--- config.mk ---
export PLATFORM = sky130hd
export DESIGN_NAME = hsid_fifo_ctrl
export DESIGN_NICKNAME = d
export VERILOG_FILES = /design/src/rtl/hsid_pkg.sv /design/src/rtl/hsid_replay_cnt.sv /design/src/rtl/hsid_fifo_ctrl.sv
export SDC_FILE = /design/constraint.sdc
export NUM_CORES = 1
export LEC_CHECK = 0
export ABC_CLOCK_PERIOD_IN_PS = 5650
export CAP_MARGIN = 20
export CORE_ASPECT_RATIO = 1.4
export CORE_UTILIZATION = 53
export DETAILED_ROUTE_END_ITERATION = 10
export GPL_ROUTABILITY_DRIVEN = 0
export GPL_TIMING_DRIVEN = 0
export PLACE_DENSITY = 0.82
export SYNTH_ARGS = -nofsm -noshare
export SYNTH_HDL_FRONTEND = slang
export SYNTH_SLANG_ARGS = --single-unit
--- constraint.sdc ---
create_clock -name clk -period 5.65 [get_ports clk]
set_input_delay 0.565 -clock clk [delete_from_list [all_inputs] [get_ports clk]]
set_output_delay 0.565 -clock clk [all_outputs]
set_load 0.05 [all_outputs]
--- src/rtl/hsid_pkg.sv ---
// Shared types and helpers for the hsid reference-replay blocks.
package hsid_pkg;

  localparam int HSID_PIXEL_W = 16;

  typedef enum logic [2:0] {
    IDLE,
    CLEAR,
    LOAD,
    STREAM,
    FLUSH
  } hsid_fifo_ctrl_state_e;

  // Width needed to hold an element count from 0 up to and including depth.
  function automatic int hsid_band_w(input int depth);
    return $clog2(depth + 1);
  endfunction

endpackage

--- src/rtl/hsid_replay_cnt.sv ---
// Nested band/pixel position counter for the replay stream. It advances
// once per accepted beat; the band count wraps at the last band and carries
// into the pixel count.
module hsid_replay_cnt #(
  parameter int BAND_W  = 5,
  parameter int PIXEL_W = 16
) (
  input  logic               clk,
  input  logic               rst_n,
  input  logic               clr,
  input  logic               adv,
  input  logic [BAND_W-1:0]  vector_len,
  input  logic [PIXEL_W-1:0] pixel_count,
  output logic               last_band,
  output logic               last_pixel
);

  logic [BAND_W-1:0]  band_cnt;
  logic [PIXEL_W-1:0] pix_cnt;

  // Compare count+1 against the limit so a zero limit never underflows.
  assign last_band  = ((BAND_W + 1)'(band_cnt) + (BAND_W + 1)'(1)) ==
                      (BAND_W + 1)'(vector_len);
  assign last_pixel = ((PIXEL_W + 1)'(pix_cnt) + (PIXEL_W + 1)'(1)) ==
                      (PIXEL_W + 1)'(pixel_count);

  // Band count with wrap, carrying into the pixel count.
  always_ff @(posedge clk or negedge rst_n) begin
    if (!rst_n) begin
      band_cnt <= '0;
      pix_cnt  <= '0;
    end else if (clr) begin
      band_cnt <= '0;
      pix_cnt  <= '0;
    end else if (adv) begin
      if (last_band) begin
        band_cnt <= '0;
        pix_cnt  <= pix_cnt + PIXEL_W'(1);
      end else begin
        band_cnt <= band_cnt + BAND_W'(1);
      end
    end
  end

endmodule

--- src/rtl/hsid_fifo_ctrl.sv ---
// Sequencer for an hsid_fifo used as a reference-spectrum replay buffer:
// clear, load vector_len bands, then replay them pixel_count times in loop
// mode to a valid/ready consumer, and clear again on completion or abort.
module hsid_fifo_ctrl
  import hsid_pkg::*;
#(
  parameter int DATA_WIDTH = 32,
  parameter int FIFO_DEPTH = 16,
  parameter int BAND_W     = hsid_band_w(FIFO_DEPTH),
  parameter int PIXEL_W    = HSID_PIXEL_W
) (
  input  logic                  clk,
  input  logic                  rst_n,
  input  logic                  start,
  input  logic                  abort,
  input  logic [BAND_W-1:0]     vector_len,
  input  logic [PIXEL_W-1:0]    pixel_count,
  input  logic                  ref_valid,
  input  logic [DATA_WIDTH-1:0] ref_data,
  output logic                  ref_ready,
  output logic                  out_valid,
  output logic [DATA_WIDTH-1:0] out_data,
  input  logic                  out_ready,
  output logic                  out_last_band,
  output logic                  out_last_pixel,
  output logic                  busy,
  output logic                  done,
  output logic                  cfg_err,
  output logic                  fifo_wr_en,
  output logic                  fifo_rd_en,
  output logic                  fifo_loop_en,
  output logic                  fifo_clear,
  output logic [DATA_WIDTH-1:0] fifo_data_in,
  input  logic [DATA_WIDTH-1:0] fifo_data_out,
  input  logic                  fifo_full,
  input  logic                  fifo_empty
);

  localparam int                TOT_W   = BAND_W + PIXEL_W;
  localparam logic [BAND_W-1:0] DEPTH_B = BAND_W'(FIFO_DEPTH);

  hsid_fifo_ctrl_state_e state_q;
  hsid_fifo_ctrl_state_e state_nxt;

  logic [BAND_W-1:0]  cfg_len;
  logic [PIXEL_W-1:0] cfg_pix;
  logic [TOT_W-1:0]   total;
  logic [TOT_W-1:0]   issued;
  logic [BAND_W-1:0]  load_cnt;

  logic cfg_ok;
  logic cfg_take;
  logic accept;
  logic adv;
  logic aborting;
  logic last_band;
  logic last_pixel;

  assign cfg_ok   = (vector_len != '0) && (vector_len <= DEPTH_B) &&
                    (pixel_count != '0);
  assign accept   = out_valid & out_ready;
  assign aborting = abort & (state_q != IDLE);

  assign busy           = (state_q != IDLE);
  assign out_data       = fifo_data_out;
  assign fifo_data_in   = ref_data;
  assign out_last_band  = out_valid & last_band;
  assign out_last_pixel = out_valid & last_pixel;

  // Next-state and FIFO/handshake control; abort overrides every handshake.
  always_comb begin
    state_nxt    = state_q;
    ref_ready    = 1'b0;
    fifo_wr_en   = 1'b0;
    fifo_rd_en   = 1'b0;
    fifo_loop_en = 1'b0;
    fifo_clear   = 1'b0;
    done         = 1'b0;
    cfg_err      = 1'b0;
    cfg_take     = 1'b0;
    adv          = 1'b0;
    case (state_q)
      IDLE: begin
        if (start && !abort) begin
          if (cfg_ok) begin
            cfg_take  = 1'b1;
            state_nxt = CLEAR;
          end else begin
            cfg_err = 1'b1;
          end
        end
      end
      CLEAR: begin
        fifo_clear = 1'b1;
        state_nxt  = LOAD;
      end
      LOAD: begin
        if (load_cnt == cfg_len) begin
          state_nxt = STREAM;
        end else begin
          ref_ready = ~fifo_full;
        end
      end
      STREAM: begin
        fifo_loop_en = 1'b1;
        fifo_rd_en   = (~out_valid | out_ready) & (issued < total) & ~fifo_empty;
        adv          = accept;
        if (accept && last_band && last_pixel) begin
          done      = 1'b1;
          state_nxt = FLUSH;
        end
      end
      FLUSH: begin
        fifo_clear = 1'b1;
        state_nxt  = IDLE;
      end
      default: state_nxt = IDLE;
    endcase
    if (aborting) begin
      state_nxt  = FLUSH;
      ref_ready  = 1'b0;
      fifo_rd_en = 1'b0;
      adv        = 1'b0;
      done       = 1'b0;
    end
    fifo_wr_en = ref_valid & ref_ready;
  end

  // State register.
  always_ff @(posedge clk or negedge rst_n) begin
    if (!rst_n) begin
      state_q <= IDLE;
    end else begin
      state_q <= state_nxt;
    end
  end

  // Latched run configuration; the beat total is formed once during CLEAR.
  always_ff @(posedge clk or negedge rst_n) begin
    if (!rst_n) begin
      cfg_len <= '0;
      cfg_pix <= '0;
      total   <= '0;
    end else begin
      if (cfg_take) begin
        cfg_len <= vector_len;
        cfg_pix <= pixel_count;
      end
      if (state_q == CLEAR) begin
        total <= TOT_W'(cfg_len) * TOT_W'(cfg_pix);
      end
    end
  end

  // Load and issue counters, restarted on every CLEAR.
  always_ff @(posedge clk or negedge rst_n) begin
    if (!rst_n) begin
      load_cnt <= '0;
      issued   <= '0;
    end else if (state_q == CLEAR) begin
      load_cnt <= '0;
      issued   <= '0;
    end else begin
      if (fifo_wr_en) begin
        load_cnt <= load_cnt + BAND_W'(1);
      end
      if (fifo_rd_en) begin
        issued <= issued + TOT_W'(1);
      end
    end
  end

  // Output valid follows the FIFO's one-cycle read latency.
  always_ff @(posedge clk or negedge rst_n) begin
    if (!rst_n) begin
      out_valid <= 1'b0;
    end else if (aborting || state_q == FLUSH) begin
      out_valid <= 1'b0;
    end else if (fifo_rd_en) begin
      out_valid <= 1'b1;
    end else if (accept) begin
      out_valid <= 1'b0;
    end
  end

  hsid_replay_cnt #(
    .BAND_W  (BAND_W),
    .PIXEL_W (PIXEL_W)
  ) u_replay_cnt (
    .clk         (clk),
    .rst_n       (rst_n),
    .clr         (state_q == CLEAR),
    .adv         (adv),
    .vector_len  (cfg_len),
    .pixel_count (cfg_pix),
    .last_band   (last_band),
    .last_pixel  (last_pixel)
  );

endmodule
==> results of run 1 <==
## critical path, stage by stage, from the launching register on
cell and delay [ns]:
dfrtp_1 0.33, clkbuf_1 0.40, clkbuf_1 0.42, nand2_1 0.12, fa_1 0.47, fa_1 0.51
fa_1 0.54, inv_1 0.04, ha_1 0.35, a211oi_1 0.35, o21ai_0 0.28, a2111oi_2 0.56
nor4_1 0.12, a2111oi_0 0.48, xor2_1 0.18, o21ai_0 0.08
## kinds of logic after synthesis
group	count (synthesis)	share of synthesized area
muxes	26	0.03451
and+or+nand+nor	314	0.2002
adders and majority gates	95	0.1796
AOI/OAI and AO/OA	180	0.1360
xor gates and xnor gates	52	0.05603
buffers and inverters	188	0.1158
DFF	93	0.2779
## metal layers
metal	track usage	part of all wire	up-vias
met5	0	0	-
li1	-	-	3420
met2	0.4764	0.53	249
met4	0.1616	0.051	0
met3	0.02771	0.046	65
met1	0.2708	0.37	3441
## cell type report
cell class / count / share of cell area
Sequential cell: 93 / 0.2333
Multi-Input combinational cell: 667 / 0.5095
Clock inverter: 7 / 0.008779
Buffer: 103 / 0.06509
Timing Repair Buffer: 103 / 0.1048
Clock buffer: 9 / 0.02257
Tap cell: 196 / 0.02458
Inverter: 83 / 0.03135
## where the power goes
group / leakage [nW] / internal [mW] / switching, mW
registers: 1.22 / 0.795 / 0.148
clock network: 0.148 / 0.354 / 0.293
logic: 3.19 / 1.50 / 1.97
## worst max path at each step
stage                end  slack, ns
6_report       total[20]       0.27
5_1_grt        total[20]       0.01
4_1_cts        total[20]       0.03
3_5_place_dp   total[20]      -0.13
3_3_place_gp   total[20]      -0.09
2_1_floorplan  total[20]       0.85
## cell usage in the layout (no fill, tap or decap), types with 33 or more instances in the layout
cell type / Yosys / layout
o21ai_0: 69 / 69
inv_1: 82 / 82
clkdlybuf4s50_1: 0 / 101
ha_1: 53 / 53
nand2_1: 95 / 95
buf_4: 67 / 68
fa_1: 42 / 42
dfrtp_1: 93 / 93
and2_1: 64 / 64
nor2_1: 33 / 33
## registers in the layout (all words and copies together) (netlist names)
| name | cells |
|---|---|
| state_q | 3 |
| issued | 21 |
| u_replay_cnt.band_cnt | 5 |
| cfg_len | 5 |
| total | 21 |
| cfg_pix | 16 |
| out_valid | 1 |
| load_cnt | 5 |
| u_replay_cnt.pix_cnt | 16 |
## stage by stage
step                      setup slack (ns)  utilization  instance area (µm²)  instances  total power [mW]
after floorplan                     0.8537            -                 8374        948             3.652
after global placement            -0.08766       0.6204                 9641       1246             4.265
after detailed placement           -0.1273       0.6220                 9666       1247             4.363
after CTS                          0.02989       0.6419                 9976       1262             5.052
after global routing               0.01153       0.6420                 9977       1261             5.642
final                               0.2665       0.6420                 9977       1261             5.055
==> reports/metrics.cfg, run 1 <==
[status]
outcome = finished clean

[synth]
synth.most_common_cell = nand2_1
synth-seq-cells = 93
yosysSeqAreaShare = 0.2779
yosysTopAreaCellShare = 0.2779
synth-edff-count = 0
syn-cell-area_um2 = 8374
syn_inst = 948
synth_cell_types = 69
synth_flop_cell = dfrtp_1
synth.top_cells.by_count = nand2_1, dfrtp_1, inv_1, o21ai_0, buf_4
syn_avg_cell_area_um2 = 8.834
yosys-top-cells-area = dfrtp_1, fa_1, ha_1
syn_nets = 1136
synth_top_area_cell = dfrtp_1
ys_async_sr_fraction = 1.000
yosysWarnings = 0

[clocking]
cts.clk_slew.worst_paths_ns = 0.07
root_buffer = clkbuf_16
cts_sinks = 93
h-tree-depth = 3
clk_latency_ns = 0.36
cts_tree = done
cts_setup_buffers = 0
cts.repair.resized = 1
clockBufferDepth = 2
numCtsBuffers = 9
holdBufCountCts = 0

[critical_path]
critPathLaunchType = register
crit_path_start = cfg_len[2]
r2r-end = total[20]
ff2ff_path_depth = 15
cp_max_fo = 10
end_kind = register
crit_type = register to register
critical_path_required_ns = 5.86
arrival_ns = 5.60
r2r_setup_slack_ns = 0.27
reg2reg_from = cfg_len[2]

[die]
core_um2 = 15540
initial_core_util = 0.5389
num_rows = 54
ios = 168
die_h_um = 150.7
die_width_um = 108.2
dieArea_um2 = 16310

[final_layout]
syn_to_final_growth_pct = 19.14
nFillCells = 1318
multiInputGateArea_um2 = 5084
fin_nets = 1248
seqCellArea_um2 = 2327
antenna_cells = 0
final_layout_size_suffix_gt1_frac = 0.1183

[place]
dpl.hpwl_um = 15630
portBuffers = 102

[drt]
wirelength_um = 19800
route.vias.total = 7175
detail_route.vias_per_cell = 5.690
wl_per_cell_um = 15.70
first_iter_violations = 264
drt_first_pass_iters = 7
drc_errors = 0
ant_nets = 0

[sta]
maxSlewViolCount = 0
finalHoldViolations = 0
min_period_over_period = 0.9528
fmax_mhz = 185.8
min_period_ns = 5.383
holdWs_ns = 0.2343
slew_headroom = 0.5193
tightest_slew_ns = 0.7144
skew_ns = 0.01602
setup_violations = 0
tns_ns = 0
rsz0062_at_grt = false

[min_path]
hold_class = input pin to asynchronous set/reset pin

[power]
peakVddDrop_v = 0.0002600
p_per_area_nw_per_um2 = 506.7
leakagePower_nw = 4.556

[grt]
grt-ovfl-total = 0
grt_pass1_wl_um = 32330
grt_max_degree = 49
grt_util_all_layers = 0.2561
antenna_found_initial = 0
grt_pass1_vias = 6966

[flow_run]
maxCapViolCount = 0

Power figures use the tool's default switching activity.
==> run 2: changes to the inputs <==
--- a/config.mk
+++ b/config.mk
@@ -5,14 +5,16 @@
 export SDC_FILE = /design/constraint.sdc
 export NUM_CORES = 1
 export LEC_CHECK = 0
+export ABC_AREA = 1
 export ABC_CLOCK_PERIOD_IN_PS = 5650
 export CAP_MARGIN = 20
 export CORE_ASPECT_RATIO = 1.4
-export CORE_UTILIZATION = 53
+export CORE_UTILIZATION = 54
 export DETAILED_ROUTE_END_ITERATION = 10
 export GPL_ROUTABILITY_DRIVEN = 0
 export GPL_TIMING_DRIVEN = 0
 export PLACE_DENSITY = 0.82
+export REMOVE_ABC_BUFFERS = 1
 export SYNTH_ARGS = -nofsm -noshare
 export SYNTH_HDL_FRONTEND = slang
 export SYNTH_SLANG_ARGS = --single-unit
==> reports/metrics.cfg, run 2 <==
[status]
outcome = finished clean

[clocking]
root_buffer = clkbuf_16
cts.clk_slew.worst_paths_ns = 0.07  ; about the same
cts_tree = done
cts_setup_buffers = 0  ; unchanged
numCtsBuffers = 9  ; unchanged
holdBufCountCts = 0  ; unchanged
clk_latency_ns = 0.36  ; about the same
cts.repair.resized = 0  ; -1
cts_sinks = 93  ; unchanged
h-tree-depth = 3  ; unchanged
clockBufferDepth = 2  ; unchanged

[drt]
first_iter_violations = 491  ; +86%
wl_per_cell_um = 17.73  ; +13%
route.vias.total = 7896  ; +10%
drc_errors = 0  ; unchanged
detail_route.vias_per_cell = 5.648  ; -0.74%
wirelength_um = 24790  ; +25%
ant_nets = 0  ; unchanged
drt_first_pass_iters = 5  ; -2

[final_layout]
multiInputGateArea_um2 = 5104  ; +0.39%
nFillCells = 1477  ; +12%
reg_top3 = issued (21), total (21)
layout_common_cells = nand2_1, inv_1, dfrtp_1
syn_to_final_growth_pct = 4.548
final_common_cell = nand2_1
fin_nets = 1382  ; +11%
seqCellArea_um2 = 2327  ; unchanged
final_layout_size_suffix_gt1_frac = 0.05088  ; -0.06743
antenna_cells = 0  ; unchanged

[sta]
rsz0062_at_grt = false
tightest_slew_ns = 1.019  ; +0.3043 ns
fmax_mhz = 223.0  ; +20%
holdWs_ns = 0.2797  ; +0.04545 ns
min_period_ns = 4.485  ; -0.8984 ns
skew_ns = 0.009223  ; -0.006793 ns
slew_headroom = 0.3198  ; -0.1995
min_period_over_period = 0.7938  ; -0.1590
maxSlewViolCount = 0  ; unchanged
setup_violations = 0  ; unchanged
finalHoldViolations = 0  ; unchanged

[synth]
synth_flop_cell = dfrtp_1
yosysWarnings = 0  ; unchanged
synth-seq-cells = 93  ; unchanged
yosys.area_share.simple = 0.2638  ; +0.06355
synth.top_cells.by_count = nand2_1, inv_1, dfrtp_1, nor2_1, nand3_1
synthAdderAreaFrac = 0.1687  ; -0.01087
yosysTopAreaCellShare = 0.2611  ; -0.01681
synth_top_area_cell = dfrtp_1
synthMuxAreaShare = 0.006317  ; -0.02820
syn_inst = 1239  ; +31%
synth-compound-area-share = 0.09363  ; -0.04234
yosys-top-cells-area = dfrtp_1, nand2_1, fa_1
synth-edff-count = 0  ; unchanged
synth.most_common_cell = nand2_1
yosys.area_share.xor_xnor = 0.03930  ; -0.01672
syn-cell-area_um2 = 8914  ; +6.4%
synth_cell_types = 46  ; -33%
ys_async_sr_fraction = 1.000  ; unchanged
synth_top_family_by_area = simple AND/OR/NAND/NOR gates
yosysSeqAreaShare = 0.2611  ; -0.01681
syn_avg_cell_area_um2 = 7.194  ; -19%

[grt]
grt_pass1_wl_um = 40040  ; +24%
antenna_found_initial = 0  ; unchanged
grt-ovfl-total = 0  ; unchanged
grt_max_degree = 57  ; +16%
grt_util_all_layers = 0.3021  ; +0.04603
grt_pass1_vias = 7877  ; +13%

[critical_path]
r2r_setup_slack_ns = 1.16  ; +0.90 ns
critPathLaunchType = register
reg2reg_from = cfg_len[3]
critical_path_required_ns = 5.88  ; +0.02 ns
r2r-end = total[14]
cp_max_fo = 19  ; +9
arrival_ns = 4.72  ; -0.88 ns
ff2ff_path_depth = 17  ; +2
crit_type = register to register
end_kind = register

[min_path]
hold_class = input pin to asynchronous set/reset pin

[place]
portBuffers = 39  ; -62%
dpl.hpwl_um = 19500  ; +25%

[flow_run]
maxCapViolCount = 0  ; unchanged

[die]
die_width_um = 110.6  ; +2.2%
dieArea_um2 = 17030  ; +4.4%
core_um2 = 16170  ; +4.1%
die_h_um = 154.0  ; +2.2%
ios = 168  ; unchanged
num_rows = 55  ; +1.9%
initial_core_util = 0.5512  ; +0.01229

-- run 2: logic make-up after synthesis --
logic type	after synthesis
XOR/XNOR	40
flip-flops	93
buffers and inverters	322
adder cells (fa/ha/maj)	95
AO/OA/AOI/OAI	151
multiplexers	5
AND/OR/NAND/NOR	533
-- run 2: critical path, cell delays in order, from the launching register on --
cell and delay [ns]:
dfrtp_1 0.81, nand2_1 0.10, inv_1 0.11, fa_1 0.46, fa_1 0.56, inv_1 0.06, fa_1 0.53, inv_1 0.04
ha_1 0.36, nand2_1 0.11, nand3_1 0.13, a21oi_1 0.27, o21ai_0 0.22, nand3_1 0.12, nand2_1 0.07, or2_2 0.28
nand3_1 0.06, o21ai_0 0.07
-- run 2: final cells by class --
cell class / count / share of cell area
multi-input cells: 824 / 0.5477
flip-flops and latches: 93 / 0.2497
inverters: 223 / 0.08982
repair buffers: 43 / 0.05183
clock buffers: 12 / 0.02860
well taps: 199 / 0.02672
clock inverters: 4 / 0.005639
-- run 2: metrics by stage --
stage,area [µm²],setup TNS (ns),setup slack [ns],utilization,cells
3_3_place_gp,8900,-3.923,-0.3481,0.5503,1378
2_1_floorplan,8260,0,1.637,-,1140
3_5_place_dp,8972,0,1.211,0.5548,1381
6_report,9319,0,1.165,0.5762,1398
4_1_cts,9291,0,1.193,0.5745,1397
5_1_grt,9319,0,0.8353,0.5762,1398
-- run 2: worst max-delay path by stage --
stage,slack [ns],depth (start not counted),endpoint,start
final,1.16,17,total[14],cfg_len[3]
after global routing,0.84,17,total[14],cfg_len[3]
after CTS,1.19,17,total[14],cfg_len[3]
after detailed placement,1.21,17,total[14],cfg_len[3]
after global placement,-0.35,6,fifo_clear,state_q[2]
after floorplan,1.64,17,total[14],cfg_len[3]
-- run 2: routing by layer --
| metal | vias to the layer above | GRT usage | share of wire | routed length (µm) |
|---|---|---|---|---|
| met5 | - | 0.1072 | 0.0069 | 172 |
| met4 | 4 | 0.1498 | 0.041 | 1025 |
| met3 | 69 | 0.1478 | 0.11 | 2772 |
| met2 | 336 | 0.4910 | 0.47 | 11560 |
| met1 | 3710 | 0.3174 | 0.37 | 9261 |
| li1 | 3777 | - | - | - |
Power of run 2 is not shown: default switching activity piles up to over one toggle a cycle in this logic, so the estimate is an artifact.
